[src/rtl/snake_score_beep.sv]
`default_nettype none
// +------------------------------------------------------------------------+
// | snake_score_beep                                                       |
// | BCD score / session high score keeper and buzzer pattern generator.    |
// | Rev 1.0 - initial release                                              |
// +------------------------------------------------------------------------+
module snake_score_beep #(
  parameter int TONE_DIV    = 25000,
  parameter int BURST_CYC   = 5000000,
  parameter int GAP_CYC     = 5000000,
  parameter int OVER_BURSTS = 3
) (
  input  logic        clk,
  input  logic        rst_n,
  input  logic        add_cube,
  input  logic [1:0]  game_status,
  output logic [11:0] score_bcd,
  output logic [11:0] hi_bcd,
  output logic        new_record,
  output logic        beep,
  output logic        beep_busy
);

  localparam int c_TMR_MAX = (BURST_CYC > GAP_CYC) ? BURST_CYC : GAP_CYC;
  localparam int c_TW      = (c_TMR_MAX > 1) ? $clog2(c_TMR_MAX) : 1;
  localparam int c_DW      = (TONE_DIV > 1) ? $clog2(TONE_DIV) : 1;
  localparam int c_CW      = $clog2(OVER_BURSTS + 1);

  localparam logic [c_TW-1:0] c_BURST_LAST = c_TW'(BURST_CYC - 1);
  localparam logic [c_TW-1:0] c_GAP_LAST   = c_TW'(GAP_CYC - 1);
  localparam logic [c_DW-1:0] c_DIV_LAST   = c_DW'(TONE_DIV - 1);
  localparam logic [c_CW-1:0] c_BURSTS     = c_CW'(OVER_BURSTS);

  typedef enum logic [1:0] {
    ST_IDLE      = 2'd0,
    ST_EAT_TONE  = 2'd1,
    ST_OVER_TONE = 2'd2,
    ST_OVER_GAP  = 2'd3
  } state_t;

  logic        r_add_cube_d;
  logic [1:0]  r_status_d;
  logic [11:0] r_score;
  logic [11:0] r_hi;
  logic        r_new_record;
  logic        w_eat;
  logic        w_over_evt;
  logic        w_start_evt;
  logic [11:0] w_score_inc;

  state_t          r_state, w_state_nxt;
  logic [c_TW-1:0] r_timer, w_timer_nxt;
  logic [c_DW-1:0] r_div,   w_div_nxt;
  logic [c_CW-1:0] r_cnt,   w_cnt_nxt;
  logic            r_beep,  w_beep_nxt;

  assign w_eat       = add_cube & ~r_add_cube_d & (game_status == 2'b10);
  assign w_over_evt  = (game_status == 2'b11) & (r_status_d != 2'b11);
  assign w_start_evt = (game_status == 2'b01) & (r_status_d != 2'b01);

  // Decimal increment, holding at 999.
  always_comb begin
    w_score_inc = r_score;
    if (r_score != 12'h999) begin
      if (r_score[3:0] != 4'd9) begin
        w_score_inc[3:0] = r_score[3:0] + 4'd1;
      end else begin
        w_score_inc[3:0] = 4'd0;
        if (r_score[7:4] != 4'd9) begin
          w_score_inc[7:4] = r_score[7:4] + 4'd1;
        end else begin
          w_score_inc[7:4]  = 4'd0;
          w_score_inc[11:8] = r_score[11:8] + 4'd1;
        end
      end
    end
  end

  always_ff @(posedge clk or negedge rst_n) begin
    if (!rst_n) begin
      r_add_cube_d <= 1'b0;
      r_status_d   <= 2'b00;
      r_score      <= 12'h000;
      r_hi         <= 12'h000;
      r_new_record <= 1'b0;
    end else begin
      r_add_cube_d <= add_cube;
      r_status_d   <= game_status;
      if (w_start_evt) begin
        r_score <= 12'h000;
      end else if (w_eat) begin
        r_score <= w_score_inc;
      end
      // Valid BCD digits order like binary, so a plain unsigned compare is MSD-first.
      if (r_score > r_hi) begin
        r_hi <= r_score;
      end
      if (w_start_evt) begin
        r_new_record <= 1'b0;
      end else if (r_score > r_hi) begin
        r_new_record <= 1'b1;
      end
    end
  end

  always_ff @(posedge clk or negedge rst_n) begin
    if (!rst_n) begin
      r_state <= ST_IDLE;
      r_timer <= '0;
      r_div   <= '0;
      r_cnt   <= '0;
      r_beep  <= 1'b0;
    end else begin
      r_state <= w_state_nxt;
      r_timer <= w_timer_nxt;
      r_div   <= w_div_nxt;
      r_cnt   <= w_cnt_nxt;
      r_beep  <= w_beep_nxt;
    end
  end

  always_comb begin
    w_state_nxt = r_state;
    w_timer_nxt = r_timer;
    w_div_nxt   = r_div;
    w_cnt_nxt   = r_cnt;
    w_beep_nxt  = r_beep;
    if (w_start_evt) begin
      w_state_nxt = ST_IDLE;
      w_timer_nxt = '0;
      w_div_nxt   = '0;
      w_cnt_nxt   = '0;
      w_beep_nxt  = 1'b0;
    end else if (w_over_evt) begin
      w_state_nxt = ST_OVER_TONE;
      w_timer_nxt = '0;
      w_div_nxt   = '0;
      w_cnt_nxt   = c_CW'(1);
      w_beep_nxt  = 1'b1;
    end else begin
      case (r_state)
        ST_IDLE: begin
          if (w_eat) begin
            w_state_nxt = ST_EAT_TONE;
            w_timer_nxt = '0;
            w_div_nxt   = '0;
            w_beep_nxt  = 1'b1;
          end
        end
        ST_EAT_TONE, ST_OVER_TONE: begin
          if ((r_state == ST_EAT_TONE) && w_eat) begin
            w_timer_nxt = '0;
            w_div_nxt   = '0;
            w_beep_nxt  = 1'b1;
          end else if (r_timer == c_BURST_LAST) begin
            w_state_nxt = ((r_state == ST_EAT_TONE) || (r_cnt == c_BURSTS)) ? ST_IDLE : ST_OVER_GAP;
            w_timer_nxt = '0;
            w_div_nxt   = '0;
            w_beep_nxt  = 1'b0;
          end else begin
            w_timer_nxt = r_timer + c_TW'(1);
            if (r_div == c_DIV_LAST) begin
              w_div_nxt  = '0;
              w_beep_nxt = ~r_beep;
            end else begin
              w_div_nxt = r_div + c_DW'(1);
            end
          end
        end
        ST_OVER_GAP: begin
          if (r_timer == c_GAP_LAST) begin
            w_state_nxt = ST_OVER_TONE;
            w_timer_nxt = '0;
            w_div_nxt   = '0;
            w_cnt_nxt   = r_cnt + c_CW'(1);
            w_beep_nxt  = 1'b1;
          end else begin
            w_timer_nxt = r_timer + c_TW'(1);
          end
        end
        default: begin
          w_state_nxt = ST_IDLE;
          w_beep_nxt  = 1'b0;
        end
      endcase
    end
  end

  assign score_bcd  = r_score;
  assign hi_bcd     = r_hi;
  assign new_record = r_new_record;
  assign beep       = r_beep;
  assign beep_busy  = (r_state != ST_IDLE);

endmodule
`default_nettype wire

[config.mk]
export PLATFORM = sky130hd
export DESIGN_NAME = snake_score_beep
export DESIGN_NICKNAME = d
export VERILOG_FILES = /design/src/rtl/snake_score_beep.sv
export SDC_FILE = /design/constraint.sdc
export NUM_CORES = 1
export LEC_CHECK = 0
export ABC_CLOCK_PERIOD_IN_PS = 2000
export BUFFER_PORTS_ARGS = -buffer_cell sky130_fd_sc_hd__buf_4
export CAP_MARGIN = 10
export CORE_ASPECT_RATIO = 0.8
export CORE_MARGIN = 3
export CORE_UTILIZATION = 30
export DETAILED_ROUTE_END_ITERATION = 16
export PLACE_DENSITY = 0.44
export SETUP_SLACK_MARGIN = 0.02
export SLEW_MARGIN = 20
export SYNTH_ARGS = -nofsm -noshare
export SYNTH_HDL_FRONTEND = slang
export SYNTH_SLANG_ARGS = --single-unit
[constraint.sdc]
create_clock -name clk -period 2 [get_ports clk]
set_input_delay 0.1 -clock clk [delete_from_list [all_inputs] [get_ports clk]]
set_output_delay 0.1 -clock clk [all_outputs]
set_load 0.02 [all_outputs]
==> results of run 1 <==
## what timing repair did
action | 4_1_cts | 5_1_grt
endpoints found under the setup margin | 50 | 61
cloned | 2 | 2
endpoints found under the hold margin | 37 | 0
resized for setup | 39 | 40
buffers inserted | 12 | 13
hold buffers | 4 | 0
pin swaps | 12 | 29
## cell usage after synthesis (all sizes together) (6+ instances only)
cell type  instances
nor2              20
clkbuf            14
nor2b              7
a32oi              6
a41oi              8
buf                8
mux2              11
mux2i              9
ha                25
dfrtp             71
nor3              13
o31ai             10
nand3             34
inv               31
o211ai             7
nor4               8
o21ai             19
a21oi             13
a31oi              9
nand4             22
a22o              11
nand2             41
## kinds of logic (layout without fill, tap and decap cells)
| family | Yosys count | count (layout) | synth area share [%] |
|---|---|---|---|
| muxes | 20 | 20 | 4.805 |
| buffers and inverters | 53 | 193 | 4.805 |
| adders and majority gates | 25 | 25 | 7.024 |
| AOI/OAI and AO/OA | 117 | 118 | 19.25 |
| xor gates and xnor gates | 4 | 4 | 0.7869 |
| and+or+nand+nor | 185 | 185 | 23.43 |
| DFF | 71 | 71 | 39.90 |
## power breakdown
part	leakage [nW]	total, mW	internal (mW)	switching [mW]
combinational	1.72	3.53	1.63	1.90
clock	0.166	1.89	1.22	0.666
sequential	0.950	1.66	1.57	0.0945
## worst max-delay path, delay by kind of cell (launching register included)
kind,cells,cell delay (ns)
AO/OA/AOI/OAI,3,0.57
buffers and inverters,2,0.30
flip-flops,1,0.37
AND/OR/NAND/NOR,2,0.80
## per-stage QoR
stage	cells	setup TNS [ns]	total power, mW	util, %	cell area (sq um)
2_1_floorplan	475	-3.814	3.373	-	4538
3_3_place_gp	755	-2.634	4.515	38.67	5567
3_5_place_dp	755	-3.676	4.518	38.67	5567
4_1_cts	789	-2.429	6.798	43.65	6284
5_1_grt	800	-4.918	7.500	45.47	6545
6_report	800	-1.992	7.080	45.47	6545
## path summary, 6_finish.rpt
check	start	end	slack (ns)
worst max-delay path	r_timer[20]	r_div[12]	-0.15
worst min-delay path	rst_n	hi_bcd[0]	0.28
worst max register to register	r_timer[20]	r_div[12]	-0.15
worst min register to register	new_record	new_record	0.49
max in group asynchronous	rst_n	hi_bcd[1]	1.14
min in group clk	game_status[0]	r_cnt[0]	0.32
## cell type report
| type | count | area share [%] |
|---|---|---|
| Clock buffer | 9 | 3.441 |
| Clock inverter | 7 | 1.835 |
| Inverter | 31 | 1.778 |
| Multi-Input combinational cell | 352 | 42.94 |
| Sequential cell | 71 | 27.32 |
| Tap cell | 184 | 3.517 |
| Timing Repair Buffer | 146 | 19.17 |
## registers in the layout, summed over array words and instances, names as in the netlist
register / count
r_div: 15
score_bcd: 12
r_add_cube_d: 1
r_status_d: 2
r_state: 2
hi_bcd: 12
r_timer: 23
beep: 1
new_record: 1
r_cnt: 2
## per-layer routing
| metal | share of wire, % | global-route usage (%) | routed length (microns) | vias to the layer above |
|---|---|---|---|---|
| met5 | 0 | 0 | 0 | - |
| met3 | 4.8 | 3.950 | 661 | 20 |
| li1 | - | - | - | 2092 |
| met1 | 49 | 23.70 | 6662 | 2152 |
| met2 | 45 | 25.81 | 6105 | 120 |
| met4 | 1.7 | 5.115 | 239 | 0 |
==> key figures, run 1 <==
Synthesis
  – Post-Synthesis Cells: 475
  – Synth top area cells: dfrtp_1 40%, ha_1 7.0%, nand3_1 3.8%
  – Synth warn: 0
  – Async S/R FF share, synth: 100.0%
  – Ys flop type: dfrtp_1
  – Syn Area/Cell: 9.375 sq um
  – Number of distinct library cells after synthesis: 69
  – Post-synth EDFFs: 0
  – FF+latch count, synth: 71
  – Post-synthesis sequential area ratio: 39.90%
  – Syn nets: 505
  – Dominant cell type by area after synthesis: dfrtp_1
  – Cell Area, Synth: 4453 sq um
  – Area fraction of the dominant cell type after synthesis: 39.90%

Global route
  – Total grt overflow: 0
  – Vias in the first global route: 4,262
  – Largest net degree at the start of global routing: 38
  – Antenna violations before repair: 0
  – Global-route wire length before repair: 22,020 microns
  – Tot GR Track Use: 16.84%

CTS
  – CTS Buf Count: 9
  – Worst-case clock buffer depth: 2
  – Clock Pin Slew Worst Setup and Hold Paths: 0.06 ns
  – Clock Sinks: 71
  – Root Driver: clkbuf_16
  – CTS tree: yes
  – H-tree Lvls: 3
  – Clk_lat worst skew: 0.34 ns

Placement
  – Input/output buffers: 31
  – Detailed placement HPWL: 9159 microns
  – Final GP Congestion: 0.8784
  – Post-Place Worst Slack: -0.1580 ns

STA
  – Fin. Hold Viols: 0
  – WHS: 0.2770 ns
  – Slew HR: 65.99%
  – Fmax: 0.4655 GHz
  – Max-slew violation count: 0
  – Slew @ Worst Pin: 0.5102 ns
  – RSZ-0062 raised after global routing: yes
  – Fin worst setup slack: -0.1481 ns
  – Worst Skew: 0.008954 ns
  – Final period utilization: 107.4%
  – Post-route minimum period: 2.148 ns
  – Final setup viols: 40

Power and ir drop
  – PwrDens: 1082 nW/um^2
  – Leakage: 2.838 nW
  – Peak VDD IR: 0.0005069 V

Critical path
  – Worst path cell trace: or4b_4 -> nor4_4 -> buf_6 -> buf_4 -> a311oi_4 -> a41o_1 -> a22o_1
  – Slowest-stage cell, CP: or4b_4
  – Required @ worst endpoint: 2.23 ns
  – Worst Path Class, Setup: flip-flop to flip-flop
  – Critical path's largest stage delay: 0.55 ns
  – CP max FO: 8
  – CP Capture Type: flip-flop
  – CP Data Arrival Time: 2.38 ns
  – Startpoint Class: flip-flop
  – Worst-case reg-to-reg path depth: 7

Floorplan
  – I/O pin cnt: 32
  – Die area: 16,350 sq um
  – Die height: 115.0 microns
  – Rows: 39
  – Core ar.: 14,400 sq um
  – Starting Density: 30.93%
  – Die Span X: 142.2 microns

Finish
  – Fraction of layout cells with a size suffix above 1: 37.99%
  – Commonest non-fill, non-tap cell in the layout: buf_4
  – # diodes: 0
  – Reg area: 1788 sq um
  – Most frequent cells in the layout: 115 x buf_4, 62 x dfrtp_1, 39 x nand2_1
  – Layout net count: 641
  – Area of the multi-input gates: 2810 sq um
  – Fillers: 1,339
  – Layout area overhead: 46.98%

Route
  – Antenna-violating nets left: 0
  – Vias per cell: 5.480
  – Wirelength per Cell: 17.09 microns
  – DR pass1 iterations: 5
  – Vias: 4,384
  – DRC viols: 0
  – Final WL: 13,670 microns
  – DRT iter0 DRCs: 262

Run status
  – Violated checks: setup timing
  – Status: finished, violations left

Min path
  – Path type of the worst min-delay path: input port to asynchronous set/reset pin

Run
  – Max-cap violations: 0
Power figures use the tool's default switching activity.
==> run 2, diff against run 1 <==
==> constraint.sdc (replaced) <==
create_clock -name clk -period 2 [get_ports clk]
set_input_delay 0.2 -clock clk [delete_from_list [all_inputs] [get_ports clk]]
set_output_delay 0.2 -clock clk [all_outputs]
set_load 0.02 [all_outputs]
==> run 2 against run 1 <==
Against the previous run:
- the run still ends with setup timing left
- hold slack got worse by 0.25 ns
- sequential share of layout area fell by 0.18 points
- critical path depth did not move
- largest cell class unchanged
- register-to-register slack improved by 0.02 ns
- die area did not move
- sequential power barely moved
- worst setup slack improved by 0.015 ns
==> key figures, run 2 (synthesized netlist as in run 1, its figures left out) <==
Critical path
  – Worst Path Class, Setup: flip-flop to flip-flop
  – Crit path depth: 7 (unchanged)
  – CP Capture Type: flip-flop
  – Worst-case reg-to-reg path depth: 7 (unchanged)
  – Worst R2R End: r_div[14]
  – CP delay by family, top: simple AND/OR/NAND/NOR gates
  – Number of buffers and inverters on the critical path: 2 (unchanged)
  – Critical path's largest stage delay: 0.55 ns (about the same)
  – Required @ worst endpoint: 2.23 ns (about the same)
  – Startpoint Class: flip-flop
  – CP Data Arrival Time: 2.36 ns (-0.02 ns)
  – Critical path origin: r_timer[21]
  – Top cell by count, worst path: buf_6
  – CP max FO: 8 (unchanged)
  – Slowest-stage cell, CP: or4b_4
  – Worst path cell trace: or4b_4 -> nor4_4 -> buf_6 -> a311o_1 -> buf_6 -> o31ai_2 -> mux2_4
  – Worst r2r src: r_timer[21]
  – R2r setup slk: -0.13 ns (+0.02 ns)

Finish
  – Commonest non-fill, non-tap cell in the layout: buf_4
  – Fraction of layout cells with a size suffix above 1: 38.78% (+0.79 points)
  – # diodes: 0 (unchanged)
  – Post-layout util: 45.77% (+0.30 points)
  – Layout net count: 631 (-1.6%)
  – Most frequent cells in the layout: 109 x buf_4, 62 x dfrtp_1, 40 x nand2_1
  – Finished Cell Area: 6589 sq um (+0.67%)
  – Largest reg by FF count: r_timer
  – Max reg flops: 23 (unchanged)
  – Largest regs: r_timer (23), r_div (15)
  – Layout area overhead: 47.96%

Global route
  – Largest net degree at the start of global routing: 52 (+37%)
  – Global-route wire length before repair: 21,060 microns (-4.4%)
  – Vias in the first global route: 4,133 (-3.0%)
  – Antenna violations before repair: 0 (unchanged)
  – Tot GR Track Use: 16.06% (-0.78 points)
  – Total grt overflow: 0 (unchanged)

Floorplan
  – Die area: 16,350 sq um (unchanged)
  – Starting Density: 30.93% (unchanged)
  – I/O pin cnt: 32 (unchanged)
  – Rows: 39 (unchanged)
  – Die height: 115.0 microns (unchanged)
  – Die Span X: 142.2 microns (unchanged)
  – Core ar.: 14,400 sq um (unchanged)

Min path
  – HP Start: game_status[1]
  – Hold worst-path end: r_status_d[1]
  – Hold path depth: 1
  – Path type of the worst min-delay path: input port to flip-flop

CTS
  – Clk_lat worst skew: 0.34 ns (about the same)
  – Clock Pin Slew Worst Setup and Hold Paths: 0.06 ns (about the same)
  – Root Driver: clkbuf_16
  – H-tree Lvls: 3 (unchanged)
  – Worst-case clock buffer depth: 2 (unchanged)
  – CTS tree: yes
  – CTS Buf Count: 9 (unchanged)
  – Clock Sinks: 71 (unchanged)

Route
  – DR pass1 iterations: 5 (unchanged)
  – Final WL: 13,100 microns (-4.2%)
  – Antenna-violating nets left: 0 (unchanged)
  – DRC viols: 0 (unchanged)
  – Vias per cell: 5.409 (-1.3%)
  – Vias: 4,273 (-2.5%)
  – Wirelength per Cell: 16.58 microns (-3.0%)
  – DRT iter0 DRCs: 279 (+6.5%)

Power and ir drop
  – Leakage: 2.838 nW (about the same)
  – Peak VDD IR: 0.0005131 V (+1.2%)
  – PwrDens: 1115 nW/um^2 (+3.1%)

STA
  – Final setup viols: 47 (+18%)
  – RSZ-0062 raised after global routing: yes
  – Worst Skew: 0.003618 ns (-0.005335 ns)
  – Fin. Hold Viols: 0 (unchanged)
  – WHS: 0.02563 ns (-0.2513 ns)
  – Slew @ Worst Pin: 0.4647 ns (-0.04549 ns)
  – Final setup TNS: -2.923 ns (-0.9314 ns)
  – Slew HR: 69.02% (+3.0 points)
  – Max-slew violation count: 0 (unchanged)
  – Post-route minimum period: 2.133 ns (-0.01529 ns)
  – Fin worst setup slack: -0.1328 ns (+0.01529 ns)
  – Fmax: 0.4689 GHz (+0.72%)
  – Final period utilization: 106.6% (-0.76 points)

Placement
  – Input/output buffers: 31 (unchanged)
  – Placed instance area: 5552 sq um (-0.27%)
  – Post-Place Worst Slack: -0.1641 ns (-0.006116 ns)
  – Detailed placement HPWL: 9181 microns (+0.25%)
  – Final GP Congestion: 0.8651 (-1.5%)

Run status
  – Status: finished, violations left
  – Violated checks: setup timing

Run
  – Max-cap violations: 0 (unchanged)
## run 2: changes by cell type in the layout (fill, tap and decap cells not counted), sizes merged
cell,previous run,this run
bufinv,3,4
buf,141,133
a21o,4,3
inv,32,31
dlygate4sd3,4,3
## run 2: timing repair
action | 4_1_cts | 5_1_grt
hold buffers | 3 | 0
buffers inserted | 4 | 14
endpoints found under the setup margin | 54 | 62
pin swaps | 11 | 15
hold endpoints to repair | 22 | 0
cloned | 0 | 1
resized for setup | 23 | 64
## run 2: how the worst max path moves through the flow
| stage | slack, ns | endpoint |
|---|---|---|
| floorplan | -0.22 | r_state[0] |
| global placement | -0.13 | r_div[14] |
| detailed placement | -0.16 | r_div[12] |
| CTS | -0.14 | r_div[14] |
| global route | -0.19 | r_div[14] |
| finish | -0.13 | r_div[14] |
## run 2: worst register-to-register path: stages (launching register included)
cell	delay, ns
dfrtp_1	0.37
or4b_4	0.55
nor4_4	0.25
buf_6	0.19
a311o_1	0.20
buf_6	0.14
o31ai_2	0.06
mux2_4	0.25
## run 2: layout make-up
type	count	area [sq um]
Tap cell	184	230.2
Timing Repair Buffer	137	1195
Multi-Input combinational cell	351	2887
Sequential cell	71	1788
Clock inverter	7	145.1
Inverter	31	118.9
Clock buffer	9	225.2
Fill cell	1373	7806
## run 2: per-layer routing
metal	vias to the layer above	global-route usage, %	routed length [microns]
met5	-	0	0
met4	0	5.371	195
met3	15	2.911	473
met2	86	24.93	6033
met1	2100	22.68	6395
li1	2072	-	-
## run 2: power breakdown
group          internal, mW  switching, mW
sequential             1.57         0.0897
clock                  1.35          0.661
combinational          1.72           1.96
## run 2: per-stage QoR
stage	power [mW]	std cells
6_report	7.348	790
5_1_grt	7.768	790
3_3_place_gp	4.511	753
3_5_place_dp	4.538	753
2_1_floorplan	3.373	475
4_1_cts	6.815	776
==> run 3, diff against run 2 <==
--- a/config.mk
+++ b/config.mk
@@ -5,7 +5,6 @@
 export SDC_FILE = /design/constraint.sdc
 export NUM_CORES = 1
 export LEC_CHECK = 0
-export ABC_CLOCK_PERIOD_IN_PS = 2000
 export BUFFER_PORTS_ARGS = -buffer_cell sky130_fd_sc_hd__buf_4
 export CAP_MARGIN = 10
 export CORE_ASPECT_RATIO = 0.8
@@ -13,6 +12,7 @@
 export CORE_UTILIZATION = 30
 export DETAILED_ROUTE_END_ITERATION = 16
 export PLACE_DENSITY = 0.44
+export RECOVER_POWER = 100
 export SETUP_SLACK_MARGIN = 0.02
 export SLEW_MARGIN = 20
 export SYNTH_ARGS = -nofsm -noshare
==> run 3 against run 2 <==
Against the previous run:
- the run still ends with setup timing left
- die area did not move
- power down 1.3%
- register-to-register slack hardly changed
- critical path type unchanged
- maximum frequency hardly changed
- sequential power about the same
- largest cell class unchanged
- clock skew is essentially flat
- via count down 0.26%
==> key figures, run 3 (synthesized netlist as in run 1, its figures left out) <==
Run status
  – Status: finished, violations left
  – Violated checks: setup timing

Route
  – Vias: 4,262 (-0.26%)
  – Vias per cell: 5.395 (-0.26%)
  – DRT iter0 DRCs: 276 (-1.1%)
  – DRC viols: 0 (unchanged)
  – Antenna-violating nets left: 0 (unchanged)
  – Wirelength per Cell: 16.59 microns (about the same)
  – DR pass1 iterations: 5 (unchanged)
  – Final WL: 13,110 microns (about the same)

Finish
  – Largest reg by FF count: r_timer
  – Fraction of layout cells with a size suffix above 1: 33.83% (-5.0 points)
  – Max reg flops: 23 (unchanged)
  – Commonest non-fill, non-tap cell in the layout: buf_4
  – Area of the multi-input gates: 2868 sq um (-0.65%)
  – Non-Filler Instances: 790 (unchanged)
  – Layout net count: 631 (unchanged)
  – Layout area overhead: 45.18%
  – Largest regs: r_timer (23), r_div (15)
  – Fillers: 1,403 (+2.2%)
  – # diodes: 0 (unchanged)
  – Reg area: 1785 sq um (-0.14%)
  – Most frequent cells in the layout: 83 x buf_4, 64 x dfrtp_1, 40 x nand2_1

Global route
  – GR Util met3: 2.911% (unchanged)
  – Tot GR Track Use: 16.06% (unchanged)
  – Met1 Use GR: 22.68% (unchanged)
  – Grt peak-use layer: met2
  – Vias in the first global route: 4,133 (unchanged)
  – GR Util met2: 24.93% (unchanged)
  – Global-route wire length before repair: 21,060 microns (unchanged)
  – Antenna violations before repair: 0 (unchanged)
  – Largest net degree at the start of global routing: 52 (unchanged)
  – Total grt overflow: 0 (unchanged)

CTS
  – Clock Pin Slew Worst Setup and Hold Paths: 0.06 ns (about the same)
  – Clock Sinks: 71 (unchanged)
  – CTS Buf Count: 9 (unchanged)
  – H-tree Lvls: 3 (unchanged)
  – Root Driver: clkbuf_16
  – Worst-case clock buffer depth: 2 (unchanged)
  – CTS tree: yes
  – Clk_lat worst skew: 0.34 ns (about the same)

Floorplan
  – Die height: 115.0 microns (unchanged)
  – I/O pin cnt: 32 (unchanged)
  – Die Span X: 142.2 microns (unchanged)
  – Die area: 16,350 sq um (unchanged)
  – Rows: 39 (unchanged)
  – Core ar.: 14,400 sq um (unchanged)
  – Starting Density: 30.93% (unchanged)

Critical path
  – CP Data Arrival Time: 2.36 ns (about the same)
  – CP Capture Type: flip-flop
  – Worst Path Class, Setup: flip-flop to flip-flop
  – CP max FO: 8 (unchanged)
  – Worst path cell trace: or4b_4 -> nor4_4 -> buf_6 -> a311o_1 -> buf_6 -> o31ai_2 -> mux2_4
  – Required @ worst endpoint: 2.22 ns (about the same)
  – Critical path's largest stage delay: 0.55 ns (about the same)
  – Startpoint Class: flip-flop
  – Slowest-stage cell, CP: or4b_4
  – Top cell by count, worst path: buf_6

Placement
  – Final GP Congestion: 0.8651 (unchanged)
  – Placed cells: 753 (unchanged)
  – Detailed placement HPWL: 9181 microns (unchanged)
  – Input/output buffers: 31 (unchanged)

Run
  – Max-cap violations: 0 (unchanged)

STA
  – RSZ-0062 raised after global routing: yes
  – Final period utilization: 106.6% (about the same)
  – Fin. Hold Viols: 0 (unchanged)
  – Fmax: 0.4688 GHz (about the same)
  – Slew HR: 21.27% (-48 points)
  – Fin worst setup slack: -0.1329 ns (-0.0001630 ns)
  – Max-slew violation count: 0 (unchanged)
  – Slew @ Worst Pin: 1.181 ns (+0.7162 ns)
  – Final setup viols: 47 (unchanged)
  – Worst Skew: 0.003405 ns (-0.0002136 ns)
  – Post-route minimum period: 2.133 ns (+0.0001630 ns)

Min path
  – Path type of the worst min-delay path: input port to flip-flop

Power and ir drop
  – Peak VDD IR: 0.0005106 V (-0.50%)
  – Total power: 7.256 mW (-1.3%)
  – PwrDens: 1122 nW/um^2 (+0.64%)
  – Leakage: 2.733 nW (-3.7%)
[run 3: final timing paths]
kind,from,end,slack [ns],cells after the start
worst max-delay path,r_timer[21],r_div[14],-0.13,7
worst min-delay path,game_status[1],r_status_d[1],0.10,1
worst max register to register,r_timer[21],r_div[14],-0.13,7
worst min register to register,new_record,new_record,0.50,1
max in group asynchronous,rst_n,r_timer[18],0.30,3
min in group asynchronous,rst_n,hi_bcd[0],0.62,2
[run 3: cell type report]
type | count | area share (%)
Timing Repair Buffer | 137 | 16.90
Inverter | 31 | 1.839
Sequential cell | 71 | 27.62
Clock buffer | 9 | 3.484
Tap cell | 184 | 3.561
Multi-Input combinational cell | 351 | 44.36
Clock inverter | 7 | 2.245
[run 3: layer usage]
metal  up-vias  part of all wire, %
met5         -                    0
met4         0                  1.5
met3        15                  3.9
met2        87                   46
met1      2088                   49
li1       2072                    -
[run 3: worst max-delay path: cells and delay by family, from the launching register on]
family	cells	cell delay, ns
muxes	1	0.25
buffers and inverters	2	0.33
and+or+nand+nor	2	0.80
AOI/OAI and AO/OA	2	0.26
DFF	1	0.37
[run 3: power by group]
| part | switching, mW | total [mW] | leakage, nW | internal [mW] |
|---|---|---|---|---|
| clock | 0.659 | 2.01 | 0.176 | 1.35 |
| combinational | 1.95 | 3.59 | 1.60 | 1.64 |
| sequential | 0.0885 | 1.65 | 0.954 | 1.57 |
[run 3: stage by stage]
step	setup WS [ns]	TNS, ns	instance area [sq um]	hold WS (ns)	util [%]
2_1_floorplan	-0.2238	-3.814	4538	-0.09559	-
3_3_place_gp	-0.1258	-2.841	5552	0.1158	38.57
3_5_place_dp	-0.1641	-4.133	5552	0.1146	38.57
4_1_cts	-0.1444	-4.063	6110	0.01251	42.44
5_1_grt	-0.1903	-7.793	6465	0.1181	44.91
6_report	-0.1329	-2.983	6465	0.1045	44.91
[run 3: timing repair]
item / CTS / global route
pin swaps: 11 / 15
hold buffers: 3 / 0
setup endpoints to repair: 54 / 62
resized for setup: 23 / 64
hold endpoints to repair: 22 / 0
buffers inserted: 4 / 14
gates cloned: 0 / 1
